$ cat src/rtl/dds_pkg.sv
// Shared definitions for the DDS phase controller: FSM state encoding and
// default datapath widths.
package dds_pkg;

  localparam int unsigned DDS_PHASE_WIDTH = 32;
  localparam int unsigned DDS_ADDR_WIDTH  = 10;
  localparam int unsigned DDS_DATA_WIDTH  = 8;

  // IDLE : en low, configuration applies directly to the active registers
  // RUN  : en high, shadow empty, configuration slot free
  // PEND : en high, shadow holds a configuration waiting for the next carry
  typedef enum logic [1:0] {
    ST_IDLE = 2'd0,
    ST_RUN  = 2'd1,
    ST_PEND = 2'd2
  } dds_state_e;

endpackage

$ cat src/rtl/dds_valid_pipe.sv
// Valid/data delay line between the ROM address register and the DAC.
// vld_i tags the address presented to the ROM. The tag travels DEPTH stages,
// and the sample is captured from data_i on the same edge that moves the tag
// into the last stage. Because of this, vld_o and data_o line up, and data_o
// holds whenever no live sample is arriving. DEPTH must be at least 2.
module dds_valid_pipe #(
  parameter int unsigned DEPTH = 2,
  parameter int unsigned WIDTH = 8
) (
  input  logic             clk,
  input  logic             rst,
  input  logic             vld_i,
  input  logic [WIDTH-1:0] data_i,
  output logic             vld_o,
  output logic [WIDTH-1:0] data_o
);

  logic [DEPTH-1:0] vld_q, vld_d;
  logic [WIDTH-1:0] data_q, data_d;

  // Shift the tag along and capture data when the tag aligned with data_i is set.
  always_comb begin
    vld_d  = {vld_q[DEPTH-2:0], vld_i};
    data_d = vld_q[DEPTH-2] ? data_i : data_q;
  end

  // Pipeline registers; reset flushes every in-flight tag.
  always_ff @(posedge clk or posedge rst) begin
    if (rst) begin
      vld_q  <= '0;
      data_q <= '0;
    end else begin
      vld_q  <= vld_d;
      data_q <= data_d;
    end
  end

  assign vld_o  = vld_q[DEPTH-1];
  assign data_o = data_q;

endmodule

$ cat src/rtl/dds_phase_ctrl.sv
// DDS phase controller: phase accumulator, glitch-free tuning-word update
// through a shadow register that commits on accumulator carry-out, ROM
// address generation with a phase offset, and DAC sample/valid alignment.
// ROM_LATENCY is supported over the range 1..2.
module dds_phase_ctrl
  import dds_pkg::*;
#(
  parameter int unsigned PHASE_WIDTH = DDS_PHASE_WIDTH,
  parameter int unsigned ADDR_WIDTH  = DDS_ADDR_WIDTH,
  parameter int unsigned DATA_WIDTH  = DDS_DATA_WIDTH,
  parameter int unsigned ROM_LATENCY = 1
) (
  input  logic                   clk,
  input  logic                   rst,
  input  logic                   en,
  input  logic                   sync,
  input  logic                   cfg_valid,
  output logic                   cfg_ready,
  input  logic [PHASE_WIDTH-1:0] cfg_ftw,
  input  logic [ADDR_WIDTH-1:0]  cfg_pofs,
  output logic [ADDR_WIDTH-1:0]  rom_addr,
  input  logic [DATA_WIDTH-1:0]  rom_data,
  output logic [DATA_WIDTH-1:0]  dac_data,
  output logic                   dac_valid,
  output logic                   wrap
);

  dds_state_e state_q, state_d;

  logic [PHASE_WIDTH-1:0] acc_q, acc_d;
  logic [PHASE_WIDTH-1:0] ftw_act_q, ftw_act_d;
  logic [PHASE_WIDTH-1:0] ftw_shd_q, ftw_shd_d;
  logic [ADDR_WIDTH-1:0]  pofs_act_q, pofs_act_d;
  logic [ADDR_WIDTH-1:0]  pofs_shd_q, pofs_shd_d;
  logic [ADDR_WIDTH-1:0]  rom_addr_q, rom_addr_d;
  logic                   wrap_q, wrap_d;
  logic                   addr_vld_q;

  logic [PHASE_WIDTH:0]   sum;
  logic                   carry;
  logic                   cfg_ready_c;
  logic                   xfer;
  logic                   load_cfg;
  logic                   load_shd;

  // The carry is taken from the extended sum. sync suppresses the carry
  // because it replaces the addition.
  always_comb begin
    sum   = {1'b0, acc_q} + {1'b0, ftw_act_q};
    carry = en & ~sync & sum[PHASE_WIDTH];
  end

  // FSM state register.
  always_ff @(posedge clk or posedge rst) begin
    if (rst) begin
      state_q <= ST_IDLE;
    end else begin
      state_q <= state_d;
    end
  end

  // FSM next-state logic: en low always returns to IDLE.
  always_comb begin
    state_d = state_q;
    unique case (state_q)
      ST_IDLE: if (en) state_d = ST_RUN;
      ST_RUN: begin
        if (!en)       state_d = ST_IDLE;
        else if (xfer) state_d = ST_PEND;
      end
      ST_PEND: begin
        if (!en)        state_d = ST_IDLE;
        else if (carry) state_d = ST_RUN;
      end
      default: state_d = ST_IDLE;
    endcase
  end

  // FSM outputs. In IDLE, or on a RUN cycle where en has already dropped, an
  // accepted configuration goes straight to the active registers. A pending
  // shadow commits on carry, or when en drops while the FSM is in PEND.
  always_comb begin
    cfg_ready_c = (state_q != ST_PEND);
    xfer        = cfg_valid & cfg_ready_c;
    load_cfg    = xfer & ((state_q == ST_IDLE) | ~en);
    load_shd    = (state_q == ST_PEND) & (~en | carry);
  end

  // Datapath next-state: accumulator, active/shadow configuration, ROM address.
  always_comb begin
    if (sync)    acc_d = '0;
    else if (en) acc_d = sum[PHASE_WIDTH-1:0];
    else         acc_d = acc_q;

    ftw_shd_d  = xfer ? cfg_ftw  : ftw_shd_q;
    pofs_shd_d = xfer ? cfg_pofs : pofs_shd_q;

    if (load_cfg) begin
      ftw_act_d  = cfg_ftw;
      pofs_act_d = cfg_pofs;
    end else if (load_shd) begin
      ftw_act_d  = ftw_shd_q;
      pofs_act_d = pofs_shd_q;
    end else begin
      ftw_act_d  = ftw_act_q;
      pofs_act_d = pofs_act_q;
    end

    rom_addr_d = acc_q[PHASE_WIDTH-1 -: ADDR_WIDTH] + pofs_act_q;
    wrap_d     = carry;
  end

  // Datapath registers. Reset discards any shadowed configuration.
  always_ff @(posedge clk or posedge rst) begin
    if (rst) begin
      acc_q      <= '0;
      ftw_act_q  <= '0;
      ftw_shd_q  <= '0;
      pofs_act_q <= '0;
      pofs_shd_q <= '0;
      rom_addr_q <= '0;
      wrap_q     <= 1'b0;
      addr_vld_q <= 1'b0;
    end else begin
      acc_q      <= acc_d;
      ftw_act_q  <= ftw_act_d;
      ftw_shd_q  <= ftw_shd_d;
      pofs_act_q <= pofs_act_d;
      pofs_shd_q <= pofs_shd_d;
      rom_addr_q <= rom_addr_d;
      wrap_q     <= wrap_d;
      addr_vld_q <= en;
    end
  end

  // The address register adds one stage. The delay line then spans the ROM
  // read plus the DAC register.
  dds_valid_pipe #(
    .DEPTH(ROM_LATENCY + 1),
    .WIDTH(DATA_WIDTH)
  ) u_valid_pipe (
    .clk   (clk),
    .rst   (rst),
    .vld_i (addr_vld_q),
    .data_i(rom_data),
    .vld_o (dac_valid),
    .data_o(dac_data)
  );

  assign cfg_ready = cfg_ready_c;
  assign rom_addr  = rom_addr_q;
  assign wrap      = wrap_q;

endmodule

$ cat config.mk
export PLATFORM = sky130hd
export DESIGN_NAME = dds_phase_ctrl
export DESIGN_NICKNAME = d
export VERILOG_FILES = /design/src/rtl/dds_pkg.sv /design/src/rtl/dds_valid_pipe.sv /design/src/rtl/dds_phase_ctrl.sv
export SDC_FILE = /design/constraint.sdc
export NUM_CORES = 1
export LEC_CHECK = 0
export CAP_MARGIN = 20
export CORE_UTILIZATION = 62
export DETAILED_ROUTE_END_ITERATION = 16
export PLACE_DENSITY = 0.95
export SYNTH_ARGS = -nofsm -noshare
export SYNTH_HDL_FRONTEND = slang
export SYNTH_SLANG_ARGS = --single-unit
$ cat constraint.sdc
create_clock -name clk -period 10.6 [get_ports clk]
set_input_delay 3.18 -clock clk [delete_from_list [all_inputs] [get_ports clk]]
set_output_delay 3.18 -clock clk [all_outputs]
set_load 0.05 [all_outputs]
; ---- Word level (Yosys, flattened, before mapping)
; Index checks and enable logic that the tools add are counted.
[word_totals]
regBits = 140
latchBits = 0
ramBits = 0
rom_bits = 0
output_inout_bits = 21
mem_count = 0
[classes]
add_sub_neg = 2
multipliers = 0
n_div = 0
order_cmp = 0
n_eq_ne = 6
n_shift = 0
mux = 12
n_bitwise = 9
n_reduce_logical = 4
[ops]
columns = cell, count
row1 = $mux 32, 4
row2 = $add 32x32->33, 1
row3 = $mux 10, 2
row4 = $add 10x10->10, 1
row5 = $mux 2, 5
row6 = $ne 3x3->1 const B, 2
row7 = $pmux 2 s3, 1
row8 = $and 1x1->1, 5
row9 = $ne 2x2->1 const B, 2
row10 = $reduce_bool 2->1, 2
row11 = $reduce_and 3->1, 1
row12 = $eq 2x1->1 const B, 1
row13 = $eq 2x2->1 const B, 1
row14 = $logic_not 2->1, 1
row15 = $not 1->1, 2
row16 = $or 1x1->1, 2

; ---- Logic depth before layout (Yosys ltp)
[depth]
depth_word = 7
mapped_depth = 14
ltp_nobuf = 13

; ---- By module
; A second synthesis with hierarchy kept.
[unflattened]
cells_unflattened = 768
hier_area_um2 = 8059.0
[by_module_without_submodules]
columns = mod, n_inst, cells_per_inst, area_each_um2, seq_area_each_um2
row1 = dds_phase_ctrl, 1, 748, 7673.6, 3253.1
row2 = dds_valid_pipe, 1, 20, 385.4, 250.2

; ---- Worst setup path after synthesis
; OpenSTA, ideal clock, no wires.
[synth_path]
path_kind = input-to-reg
start = input port en
end = register ftw_act_q[10]
setup_time_ps = 82
arrival_time_ps = 4384
required_ps = 10518
path_slack_ps = 6134
cell_stages = 7
path_cell_list = clkbuf_1 inv_1 o211ai_1 clkbuf_1 clkbuf_1 nor2_1 a31oi_1
[synth_between]
elab_chain_cells = 5
word_cells_on_any_way = 9
cone_classes = mux (1) / bitwise (7) / reduce/logical (1)
[synth_lines]
columns = element, line
row1 = start: declaration, dds_phase_ctrl.sv:15  ; input logic en,
row2 = $and 1x1->1 (2 in series), dds_phase_ctrl.sv:50  ; carry = en & ~sync & sum[PHASE_WIDTH];
row3 = $or 1x1->1, dds_phase_ctrl.sv:86  ; load_shd = (state_q == ST_PEND) & (~en | carry);
row4 = $and 1x1->1, dds_phase_ctrl.sv:86
row5 = $reduce_bool 2->1 (no line), n/a
row6 = end signal: assignment, dds_phase_ctrl.sv:126  ; ftw_act_q <= ftw_act_d;
row7 = end: declaration, dds_phase_ctrl.sv:31  ; logic [PHASE_WIDTH-1:0] ftw_act_q, ftw_act_d;
; Several ways; a longest one is shown, not always the timed one.
; A chain may end at the register's enable or synchronous reset.

; ---- Final worst setup path
[layout_path]
start = input port en
end = register pofs_act_q[3]
[layout_between]
elab_chain_cells = 5
word_cells_on_any_way = 9
cone_classes = mux (1) / bitwise (7) / reduce/logical (1)
[layout_lines]
columns = element, line
row1 = $and 1x1->1 (2 in series), dds_phase_ctrl.sv:50
row2 = $or 1x1->1, dds_phase_ctrl.sv:86
row3 = $and 1x1->1, dds_phase_ctrl.sv:86
row4 = $reduce_bool 2->1 (no line), n/a
row5 = end signal: assignment, dds_phase_ctrl.sv:128  ; pofs_act_q <= pofs_act_d;
row6 = end: declaration, dds_phase_ctrl.sv:33  ; logic [ADDR_WIDTH-1:0] pofs_act_q, pofs_act_d;
; Several ways; a longest one is shown, not always the timed one.

==> reports/metrics.yaml <==
setup_path:
  crit_arrival_ns: 5.88
  worst-path-max-fanout: 82
  critPathKind: "in2reg"
  critical_path_required_ns: 10.94
  startpoint_type: "input pin"
  end_kind: "flop"
grt:
  grt_pass1_vias: 6389
  grt_pass1_wl_um: 31400
  overflow: 0
  grt_usage_pct: 32.6
  grt_antenna_before_repair: 0
  grt_max_degree: 83
yosys:
  ys.flop_type: "dfrtp_1"
  synthDistinctLibCells: 53
  synth_area_um2: 7440
  synth_nets: 847
  synth-edff-count: 0
  yosys.area.top_type: "dfrtp_1"
  ys_ff_latch: 140
  postSynthCellCount: 749
  avgSynthCellArea_um2: 9.93
  yosysTopAreaCellShare_pct: 47.1
  yosysWarnings: 0
  async_flop_share_pct: 100
  ys_seq_area_share_pct: 47.1
  synth_area_leaders: "dfrtp_1, mux2_2, ha_1"
placement:
  place_ws_ns: 4.76
  dp_cells: 935
  place_area_um2: 8240
  io_buffers: 75
  place_hpwl_um: 11900
  globalplace.congestion: 0.899
clocking:
  cts_setup_buffers: 0
  ctsResizeCount: 0
  cts_tree: "built"
  cts_max_path_buffers: 2
  cts-root-buf: "clkbuf_16"
  cts_htree_levels: 4
  clock_latency_ns: 0.43
  cts_hold_buf: 0
  clkSlewWorstSetupHoldPaths_ns: 0.06
  cts_sinks: 140
  numCtsBuffers: 17
pwr:
  power.leakage_nw: 4.08
  internal_power_mw: 1.56
  power.switching_mw: 1.04
  seqPwrFrac_pct: 29.7
  pwr-share-comb_pct: 46.5
  power_mw: 2.59
  p_sw_share_pct: 40.0
  cellPowerDensity_nw_per_um2: 293
  clockPowerShare_pct: 23.8
  ir_drop_uv: 142
detailed_routing:
  wl_um: 18900
  ant_nets: 0
  drt_drc_violations_left: 0
  dr.pass1.iters: 5
  drtIter0Drc: 473
  viasPerCell: 6.39
  wire_per_inst_um: 19.6
  dr_total_vias: 6175
cells_and_area:
  layout_common_cells: "dfrtp_1, nand2_1, nor2_1"
  fin_area_um2: 8850
  nFillCells: 705
  stdcell_count: 967
  multiInputGateArea_um2: 3670
  antenna_cells: 0
  final_common_cell: "dfrtp_1"
  syn2layout_area_growth_pct: 19.0
  ff_latch_area_um2: 3500
  final_nets: 909
  fin_util_pct: 76.6
  drive_above_1_share_pct: 12.1
flow_run:
  max_cap_violations: 0
die:
  die_height_um: 112
  die_area_um2: 12400
  rows: 39
  ios: 76
  core_um2: 11600
  die_x_um: 112
  initial_core_util_pct: 64.3
sta:
  period_needed_ns: 5.54
  rsz0062_at_grt: "no"
  final.setup.worst_slack_ns: 5.06
  tightestPinTransition_ns: 0.938
  tns_ns: 0
  fin_crit_sh_pct: 52.3
  setup_viol: 0
  fmax_ghz: 0.180
  slew_viol_final: 0
  hold_viol_final: 0
  skew_ns: 0.00755
  slew_headroom_pct: 37.5
  hold_ws_ns: 0.360
outcome:
  status: "finished, final reports clean"
hold_path:
  worst_hold_path_type: "reg2reg"
[power groups by stage]
| stage | Sequential [mW] | Combinational, mW | Clock [mW] |
|---|---|---|---|
| finish | 0.770 | 1.21 | 0.617 |
| global route | 0.782 | 1.31 | 0.639 |
| CTS | 0.766 | 1.18 | 0.618 |
| detailed placement | 0.770 | 1.15 | 0 |
| global placement | 0.763 | 1.10 | 0 |
| floorplan | 0.822 | 0.819 | 0 |
[synthesized netlist by cell type, drive strengths merged, types with 5 or more instances]
master and count:
a21o 21, mux2i 15, a21oi 43, inv 21, ha 41, buf 17, dfrtp 140, xnor2 19
xor2 12, o211ai 5, a31oi 49, mux2 51, o21bai 7, o21a 5, nand3 7, nor2 85
nand4 5, o21ai 21, nor3 6, nand2 114, clkbuf 22
[critical path, cell delays in order]
cell	delay [ns]
clkdlybuf4s50_1	0.46
buf_4	0.36
inv_1	0.40
o211ai_1	0.39
buf_4	0.66
nor2_1	0.10
a31oi_1	0.22
[layer usage]
| metal | vias up | GRT usage (%) | share of wire, % |
|---|---|---|---|
| met4 | 0 | 18.5 | 4.0 |
| met2 | 340 | 53.8 | 49 |
| li1 | 2764 | - | - |
| met3 | 86 | 7.68 | 8.2 |
| met1 | 2985 | 39.5 | 38 |
| met5 | - | 0 | 0 |
[state kept, by name, summed over array words and instances, names as in the netlist]
| name | count |
|---|---|
| u_valid_pipe.vld_q | 2 |
| wrap | 1 |
| pofs_act_q | 10 |
| state_q | 2 |
| ftw_shd_q | 32 |
| addr_vld_q | 1 |
| acc_q | 32 |
| rom_addr | 10 |
| u_valid_pipe.data_o | 8 |
| pofs_shd_q | 10 |
| ftw_act_q | 32 |
[area by class of cell]
class / count / area share [%]
clock inverter: 11 / 1.60
timing repair buffer: 82 / 9.07
sequential: 140 / 39.6
tap: 143 / 2.02
clock buffer: 21 / 5.31
multi-input combinational: 549 / 41.5
inverter: 21 / 0.947
[cells by family after synthesis]
kind of cell               share of synthesized area [%]
AOI/OAI and AO/OA                                   15.4
buffers and inverters                               3.57
DFF                                                 47.1
and+or+nand+nor                                     13.2
muxes                                               9.74
xor gates and xnor gates                            3.65
adders and majority gates                           7.43
[worst paths after layout]
path / from / endpoint / slack [ns] / cells after the start
max: en / pofs_act_q[3]$_DFFE_PP0P_ / 5.06 / 7
min: addr_vld_q$_DFF_PP0_ / u_valid_pipe.vld_q[0]$_DFF_PP0_ / 0.36 / 0
max reg2reg: acc_q[0]$_DFFE_PP0P_ / acc_q[30]$_DFFE_PP0P_ / 6.92 / 13
min reg2reg: addr_vld_q$_DFF_PP0_ / u_valid_pipe.vld_q[0]$_DFF_PP0_ / 0.36 / 0
max in group asynchronous: rst / pofs_act_q[9]$_DFFE_PP0P_ / 6.02 / 3
min in group asynchronous: rst / ftw_shd_q[12]$_DFFE_PP0P_ / 3.19 / 2
Power figures use the tool's default switching activity.
